$ cat config.mk
export PLATFORM = sky130hd
export DESIGN_NAME = stream_ctrl
export DESIGN_NICKNAME = d
export VERILOG_FILES = /design/src/rtl/stream_ctrl.sv
export SDC_FILE = /design/constraint.sdc
export NUM_CORES = 1
export LEC_CHECK = 0
export ABC_CLOCK_PERIOD_IN_PS = 2700
export BUFFER_PORTS_ARGS = -buffer_cell sky130_fd_sc_hd__buf_2
export CAP_MARGIN = 15
export CORE_ASPECT_RATIO = 0.8
export CORE_UTILIZATION = 55
export DETAILED_ROUTE_END_ITERATION = 10
export PLACE_DENSITY = 0.86
export SLEW_MARGIN = 20
export SYNTH_ARGS = -nofsm -noshare
export SYNTH_HDL_FRONTEND = slang
export SYNTH_SLANG_ARGS = --single-unit
$ cat constraint.sdc
create_clock -name clock -period 2.7 [get_ports clock]
set_input_delay 0.405 -clock clock [delete_from_list [all_inputs] [get_ports clock]]
set_output_delay 0.405 -clock clock [all_outputs]
set_load 0.1 [all_outputs]
$ cat src/rtl/stream_ctrl.sv
// Selects the fibonacci or timer stream for the CDC FIFO write port,
// pauses on full, and drains the FIFO on stop before returning to idle.
module stream_ctrl #(
    parameter int DATA_W        = 16,
    parameter int DRAIN_TIMEOUT = 1024
) (
    input  logic              clock,
    input  logic              reset,
    input  logic              start_f,
    input  logic              start_t,
    input  logic              stop_f_t,
    input  logic              f_valid,
    input  logic [DATA_W-1:0] f_out,
    input  logic              t_valid,
    input  logic [DATA_W-1:0] t_out,
    input  logic              buffer_full,
    input  logic              buffer_empty,
    output logic              f_en,
    output logic              t_en,
    output logic              data_1_en,
    output logic [DATA_W-1:0] data_1,
    output logic [2:0]        state,
    output logic [15:0]       word_count,
    output logic [7:0]        drop_count,
    output logic              drain_err
);

    typedef enum logic [2:0] {
        S_IDLE      = 3'd0,
        S_COMM_F    = 3'd1,
        S_WAIT_F    = 3'd2,
        S_COMM_T    = 3'd3,
        S_WAIT_T    = 3'd4,
        S_BUF_EMPTY = 3'd5
    } state_t;

    localparam int DRAIN_W = (DRAIN_TIMEOUT > 2) ? $clog2(DRAIN_TIMEOUT) : 1;
    localparam logic [DRAIN_W-1:0] DRAIN_LAST = DRAIN_W'(DRAIN_TIMEOUT - 1);

    state_t             st;
    logic [DRAIN_W-1:0] drain_cnt;

    logic start_f_q;
    logic start_t_q;
    logic stop_q;
    logic hist_ok;

    logic start_f_edge;
    logic start_t_edge;
    logic stop_edge;
    logic in_f;
    logic in_t;
    logic drop_hit;

    // hist_ok masks the first clock after reset so a held level never fires
    assign start_f_edge = hist_ok & start_f  & ~start_f_q;
    assign start_t_edge = hist_ok & start_t  & ~start_t_q;
    assign stop_edge    = hist_ok & stop_f_t & ~stop_q;

    assign in_f = (st == S_COMM_F) | (st == S_WAIT_F);
    assign in_t = (st == S_COMM_T) | (st == S_WAIT_T);

    assign state     = st;
    assign f_en      = (st == S_COMM_F) & ~buffer_full;
    assign t_en      = (st == S_COMM_T) & ~buffer_full;
    assign data_1_en = ((st == S_COMM_F) & f_valid & ~buffer_full)
                     | ((st == S_COMM_T) & t_valid & ~buffer_full);

    assign drop_hit = ((st == S_COMM_F) & f_valid & buffer_full)
                    | ((st == S_WAIT_F) & f_valid)
                    | ((st == S_COMM_T) & t_valid & buffer_full)
                    | ((st == S_WAIT_T) & t_valid);

    always_comb begin
        data_1 = '0;
        if (in_f)
            data_1 = f_out;
        else if (in_t)
            data_1 = t_out;
    end

    always_ff @(posedge clock or posedge reset) begin
        if (reset) begin
            st         <= S_IDLE;
            drain_cnt  <= '0;
            start_f_q  <= 1'b0;
            start_t_q  <= 1'b0;
            stop_q     <= 1'b0;
            hist_ok    <= 1'b0;
            word_count <= '0;
            drop_count <= '0;
            drain_err  <= 1'b0;
        end else begin
            start_f_q <= start_f;
            start_t_q <= start_t;
            stop_q    <= stop_f_t;
            hist_ok   <= 1'b1;

            if (data_1_en)
                word_count <= word_count + 16'd1;
            if (drop_hit && drop_count != 8'hFF)
                drop_count <= drop_count + 8'd1;

            unique case (st)
                S_IDLE: begin
                    if (start_f_edge) begin
                        st         <= S_COMM_F;
                        word_count <= '0;
                        drop_count <= '0;
                    end else if (start_t_edge) begin
                        st         <= S_COMM_T;
                        word_count <= '0;
                        drop_count <= '0;
                    end
                end
                S_COMM_F, S_COMM_T: begin
                    if (stop_edge) begin
                        st        <= S_BUF_EMPTY;
                        drain_cnt <= '0;
                    end else if (buffer_full) begin
                        st <= (st == S_COMM_F) ? S_WAIT_F : S_WAIT_T;
                    end
                end
                S_WAIT_F, S_WAIT_T: begin
                    if (stop_edge) begin
                        st        <= S_BUF_EMPTY;
                        drain_cnt <= '0;
                    end else if (!buffer_full) begin
                        st <= (st == S_WAIT_F) ? S_COMM_F : S_COMM_T;
                    end
                end
                S_BUF_EMPTY: begin
                    if (buffer_empty) begin
                        st <= S_IDLE;
                    end else if (drain_cnt == DRAIN_LAST) begin
                        st        <= S_IDLE;
                        drain_err <= 1'b1;
                    end else begin
                        drain_cnt <= drain_cnt + 1'b1;
                    end
                end
                default: st <= S_IDLE;
            endcase
        end
    end

endmodule
==> results of run 1 <==
-- through the flow --
step	utilization, %	TNS [ns]	setup WS, ns	total power, mW
2_1_floorplan	-	-0.0326	-0.00543	3.58
3_3_place_gp	77.9	0	0.570	4.55
3_5_place_dp	77.9	0	0.497	4.61
4_1_cts	79.9	0	0.201	5.05
5_1_grt	79.9	0	0.0194	5.24
6_report	79.9	0	0.184	5.05
-- flip-flops by register name, indices dropped and copies added, names as in the netlist --
register / cells
word_count: 16
state: 3
start_t_q: 1
start_f_q: 1
drain_cnt: 10
drain_err: 1
hist_ok: 1
stop_q: 1
drop_count: 8
-- routing by layer --
layer,up-vias,global-route usage [%],wire length [um]
li1,1263,-,-
met1,1276,40.6,3160
met2,98,48.6,3630
met3,16,5.77,418
met4,0,8.48,121
met5,-,0,0
-- power groups by stage --
| stage | logic, mW | clock network (mW) | registers (mW) |
|---|---|---|---|
| final | 3.71 | 0.420 | 0.915 |
| after global routing | 3.86 | 0.451 | 0.931 |
| after CTS | 3.71 | 0.426 | 0.909 |
| after detailed placement | 3.69 | 0 | 0.920 |
| after global placement | 3.64 | 0 | 0.909 |
| after floorplan | 2.26 | 0 | 1.32 |
-- layout make-up --
cell class | count | area [um^2] | share of cell area (%)
well taps | 60 | 75.1 | 2.01
clock inverters | 3 | 23.8 | 0.636
inverters | 4 | 15.0 | 0.402
clock buffers | 5 | 68.8 | 1.84
flip-flops and latches | 42 | 1050 | 28.2
repair buffers | 94 | 773 | 20.7
multi-input cells | 247 | 1730 | 46.2
-- cells by family after synthesis --
family | count (synthesis) | share of synthesized area, %
other | 1 | 0.138
muxes | 25 | 9.28
DFF | 42 | 38.6
buffers and inverters | 20 | 3.45
adders and majority gates | 3 | 1.38
AOI/OAI and AO/OA | 61 | 13.9
and+or+nand+nor | 136 | 26.6
xor gates and xnor gates | 21 | 6.75
-- synthesized netlist by cell type (2+ instances only) --
master	number
a221oi_1	2
nor2b_1	6
xnor2_1	8
and4_1	3
a21oi_1	23
nor2_2	3
o21ai_0	24
a211oi_1	2
mux2_2	2
a21o_1	2
nand4_1	10
nor3_1	3
clkbuf_1	7
nand2_1	34
xor2_1	13
inv_1	3
mux2i_1	23
nand3b_1	4
buf_2	6
dfrtp_1	42
nor4_4	2
nand3_1	12
and2_1	2
ha_1	3
and3_1	4
buf_4	3
nor2_1	44
-- worst min-delay path by stage --
stage	endpoint	slack (ns)	cells past startpoint
2_1_floorplan	start_f_q$_DFF_PP0_	0.44	0
6_report	word_count[9]$_DFF_PP0_	0.22	3
3_3_place_gp	drain_err$_DFFE_PP0P_	0.44	1
4_1_cts	stop_q$_DFF_PP0_	0.21	1
3_5_place_dp	drain_err$_DFFE_PP0P_	0.45	1
5_1_grt	start_t_q$_DFF_PP0_	0.21	1
-- tightest hold or removal path: cells and delay by family --
family   cells  cell delay, ns
buf+inv      3            0.57
==> results.md, run 1 <==
* Int Power at 2.05 mW
* Post-CTS Repair Setup Buffers at 0
* Initial Util at 58.2%
* Cell taking the most area after synthesis: dfrtp_1
* Area growth, synth to finish at 37.2%
* Switching share of total power at 59.3%
* Most frequent cells in the layout: 68 x buf_2, 41 x nor2_1, 39 x dfrtp_1
* TritonCTS Sinks at 42
* # diodes at 0
* Core area at 0.00468 mm^2
* Routed via count at 2,653
* Maximum vdd drop at 1.10 mV
* Hold Crit Class: in2async
* Setup crit start kind: flip-flop
* Post-Syn Area per Cell at 8.82 um^2
* Vias in the first global route at 2,503
* Ys async rst share at 100%
* Syn_nets at 353
* Clk network pwr share at 8.3%
* Switching Power at 2.99 mW
* Crit path max-delay family: simple AND/OR/NAND/NOR gates
* Synth top area share at 38.6%
* Layout cells sized above 1 at 34.9%
* Crit path time final at 2.52 ns
* Post-route ant nets at 0
* Initial antenna violation count at 0
* Max-cap violations at 0
* First-pass GRT wire length at 12.0 mm
* Cell Chain, Critical Path: nor2_1 > and2_1 > nand2_1 > o21ai_4 > buf_12
* Crit. End Element: output port
* CP Capture Point: data_1[8]
* Ports at 88
* Final setup viols at 0
* Slew of the pin with the lowest slew margin at 0.719 ns
* Hold Buf Count CTS at 0
* Grt total ovfl at 0
* FP Rows at 22
* R2R depth at 5
* Post-route clock period utilization at 93.2%
* Post-Syn Area at 0.00272 mm^2
* First-pass DRT Iterations at 4
* R2r endpoint: word_count[9]$_DFF_PP0_
* Max stage delay cell, worst path: and2_1
* GP Congestion at 0.814
* Most common cell after layout, fill and taps aside: buf_2
* Crit path DAT at 2.11 ns
* Skew-Pair Late Insertion Delay at 0.30 ns
* CTS HTree Levels at 2
* Die height at 64.9 um
* Max Slew Vio Count at 0
* Ys flop type: dfrtp_1
* Die Width at 80.7 um
* Register area share after synthesis at 38.6%
* Status: completed
* Drt first-iter violations at 244
* Number of CTS-inserted buffers at 5
* CTS max path bufs at 2
* Vias per cell at 5.83
* Avg WL per Cell at 16.1 um
* WL final at 7.34 mm
* Final net count at 438
* Type of the worst setup path: reg2out
* Finished Cell Area at 0.00374 mm^2
* R2R setup slack at 0.48 ns
* Worst clock skew at 0.0112 ns
* Post-CTS sizing at 0
* Top cells by area, synth: dfrtp_1 39%, mux2i_1 8.5%, nor2_1 6.1%, nand2_1 4.7%, o21ai_0 4.4%
* EDFF count, synth at 0
* FF-to-FF Start: state[2]$_DFFE_PP0P_
* DRC at 0
* Yosys reg bits at 42
* Final hold vios at 0
* Crit path max fanout at 18
* Buffer and inverter count on the worst path at 1
* Comb power frac at 73.5%
* GRT Util Overall at 30.0%
* Area of the die at 0.00524 mm^2
* Mapped Cells at 309
* CP Data Required Time at 2.30 ns
* Crit path largest cell delay at 0.60 ns
* CTS tree: built
* Yosys warnings at 0
* P per Cell Area at 1350 mW/mm^2
* Non-filler instance count after layout at 455
* PortBufs at 87
* Largest net degree at the start of global routing at 43
* Cell depth of the worst setup path at 5
* CTS clk-pin slew, worst paths at 0.09 ns
* Register share of total power at 18.1%
* Inst Count DP at 447
* Synth cell types at 46
* Fmax at 397 MHz
* Placed Area at 0.00364 mm^2
* Post-DP HPWL at 5.32 mm
* Unrepaired setup endpoints after global routing: no
* # fillers at 313
* CTS Root Cell: clkbuf_8
* Worst Setup SP: state[1]$_DFFE_PP0P_
* Static Leak at 1.75 nW
* Worst hold margin at 0.217 ns
* Slew headroom at 51.6%
Note: power is estimated with default switching activity, not from simulation.
==> run 2: changes to the inputs <==
CTS_BUF_LIST = sky130_fd_sc_hd__clkbuf_16   (was not set)
==> run 2 against run 1 <==
Effect of this change: worst hold slack better by 0.013 ns; clock power is 45% higher; largest power group unchanged; maximum frequency up 0.32%; cell area increased by 1.5%; combinational power about the same; worst setup slack gained 0.0080 ns; highest routed layer unchanged; core utilization rose by 1.2 points; first-iteration DRC count fell by 1.6%; die area unchanged.
==> results.md, run 2 (synthesis gave the netlist of run 1 again) <==
* Largest net degree at the start of global routing at 43 (unchanged)
* Area of the die at 0.00524 mm^2 (unchanged)
* Final core utilization at 81.1% (+1.2 points)
* Metal3 WL at 412 um (-1.4%)
* P per Cell Area at 1380 mW/mm^2 (+2.3%)
* R2R setup slack at 0.46 ns (-0.02 ns)
* CP Data Required Time at 2.30 ns (about the same)
* Area growth, synth to finish at 39.3%
* Max Slew Vio Count at 0 (unchanged)
* Most common cell after layout, fill and taps aside: buf_2
* Cell Chain, Critical Path: buf_4 > nor2b_1 > buf_4 > a21oi_1 > o21ai_4 > buf_12
* CTS clk-pin slew, worst paths at 0.07 ns (-0.02 ns)
* Post-route ant nets at 0 (unchanged)
* Initial Util at 58.2% (unchanged)
* Static Leak at 1.78 nW (+1.5%)
* Status: completed
* Initial antenna violation count at 0 (unchanged)
* Post-route clock period utilization at 92.9% (-0.30 points)
* Slew of the pin with the lowest slew margin at 0.706 ns (-0.0131 ns)
* # fillers at 290 (-7.3%)
* First-pass DRT Iterations at 5 (+1)
* First-pass GRT wire length at 12.3 mm (+1.8%)
* Crit. End Element: output port
* Slew headroom at 52.4% (+0.88 points)
* R2R depth at 6 (+1)
* Post-CTS Repair Setup Buffers at 0 (unchanged)
* Finished Cell Area at 0.00379 mm^2 (+1.5%)
* Final setup viols at 0 (unchanged)
* Die height at 64.9 um (unchanged)
* DR top layer: met4
* WL final at 7.56 mm (+3.1%)
* Power Total at 5.24 mW (+3.8%)
* Layout cells sized above 1 at 34.9% (unchanged)
* Skew-Pair Late Insertion Delay at 0.29 ns (about the same)
* CTS max path bufs at 2 (unchanged)
* Drt first-iter violations at 240 (-1.6%)
* Maximum vdd drop at 1.10 mV (+0.16%)
* Ports at 88 (unchanged)
* PortBufs at 87 (unchanged)
* Max reg flops at 16 (unchanged)
* Max stage delay cell, worst path: dfrtp_2
* Core area at 0.00468 mm^2 (unchanged)
* Vias in the first global route at 2,540 (+1.5%)
* Worst clock skew at 0.00842 ns (-0.00276 ns)
* Fmax at 399 MHz (+0.32%)
* Non-filler instance count after layout at 455 (unchanged)
* DRC at 0 (unchanged)
* Post-DP HPWL at 5.32 mm (unchanged)
* Most frequent cells in the layout: 68 x buf_2, 41 x nor2_1, 39 x dfrtp_1
* Crit path DAT at 2.10 ns (about the same)
* Number of CTS-inserted buffers at 5 (unchanged)
* Crit path max fanout at 18 (unchanged)
* GRT Util Overall at 30.5% (+0.49 points)
* Regs by FF count: word_count x16, drain_cnt x10, drop_count x8
* Hold Buf Count CTS at 0 (unchanged)
* Final hold vios at 0 (unchanged)
* Hold Crit Depth at 1
* Placed Area at 0.00364 mm^2 (unchanged)
* # diodes at 0 (unchanged)
* Avg WL per Cell at 16.6 um (+3.1%)
* Crit path time final at 2.51 ns (-0.00800 ns)
* CTS Root Cell: clkbuf_16
* Hold Crit Class: in2reg
* Type of the worst setup path: reg2out
* Post-Route M1 WL at 3.26 mm (+3.2%)
* Multi-input logic area at 0.00173 mm^2 (unchanged)
* Post-CTS sizing at 0 (unchanged)
* Setup crit start kind: flip-flop
* CTS HTree Levels at 2 (unchanged)
* Routed via count at 2,685 (+1.2%)
* DR WL met2 at 3.73 mm (+2.7%)
* Unrepaired setup endpoints after global routing: no
* FP Rows at 22 (unchanged)
* TritonCTS Sinks at 42 (unchanged)
* Largest register by flop count: word_count
* GP Congestion at 0.814 (unchanged)
* Grt total ovfl at 0 (unchanged)
* Setup TNS at 0 ns (unchanged)
* Inst Count DP at 447 (unchanged)
* CP dominant cell by count: buf_4
* CTS tree: built
* Max-cap violations at 0 (unchanged)
* Vias per cell at 5.90 (+1.2%)
* Die Width at 80.7 um (unchanged)
* Final net count at 438 (unchanged)
* Sequential cell area at 0.00105 mm^2 (unchanged)
* Crit path largest cell delay at 0.55 ns (-0.05 ns)
## run 2: power by group
part           switching, mW  internal [mW]  leakage (nW)
Clock                  0.265          0.346        0.0664
Sequential             0.197          0.719         0.559
Combinational           2.56           1.15          1.15
## run 2: cell type report
class                   instances  share of cell area, %
clock buffers                   5                   3.30
clock inverters                 3                  0.627
inverters                       4                  0.396
multi-input cells             247                   45.5
flip-flops and latches         42                   27.8
well taps                      60                   1.98
repair buffers                 94                   20.4
## run 2: through the flow
stage | hold WS [ns] | setup slack (ns)
3_5_place_dp | 0.445 | 0.497
4_1_cts | 0.232 | 0.230
6_report | 0.229 | 0.192
2_1_floorplan | 0.436 | -0.00543
5_1_grt | 0.235 | 0.0718
3_3_place_gp | 0.440 | 0.570
## run 2: per-layer routing
metal | vias to the layer above | GRT usage (%)
li1 | 1263 | -
met1 | 1304 | 41.1
met2 | 99 | 49.2
met3 | 19 | 5.63
met4 | 0 | 10.0
met5 | - | 0
## run 2: worst max-delay path: cells and delay by family, from the launching register on
kind            cells  cell delay [ns]
compound gates      2             0.31
buf+inv             3             0.77
flops               1             0.55
simple gates        1             0.17
## run 2: worst paths after layout
check / startpoint / endpoint
setup / recovery: state[0]$_DFFE_PP0P_ / data_1[5]
hold / removal: stop_f_t / stop_q$_DFF_PP0_
setup reg to reg: state[0]$_DFFE_PP0P_ / drop_count[1]$_DFF_PP0_
hold reg to reg: drain_err$_DFFE_PP0P_ / drain_err$_DFFE_PP0P_
max in group asynchronous: reset / state[2]$_DFFE_PP0P_
min in group asynchronous: reset / word_count[1]$_DFF_PP0_
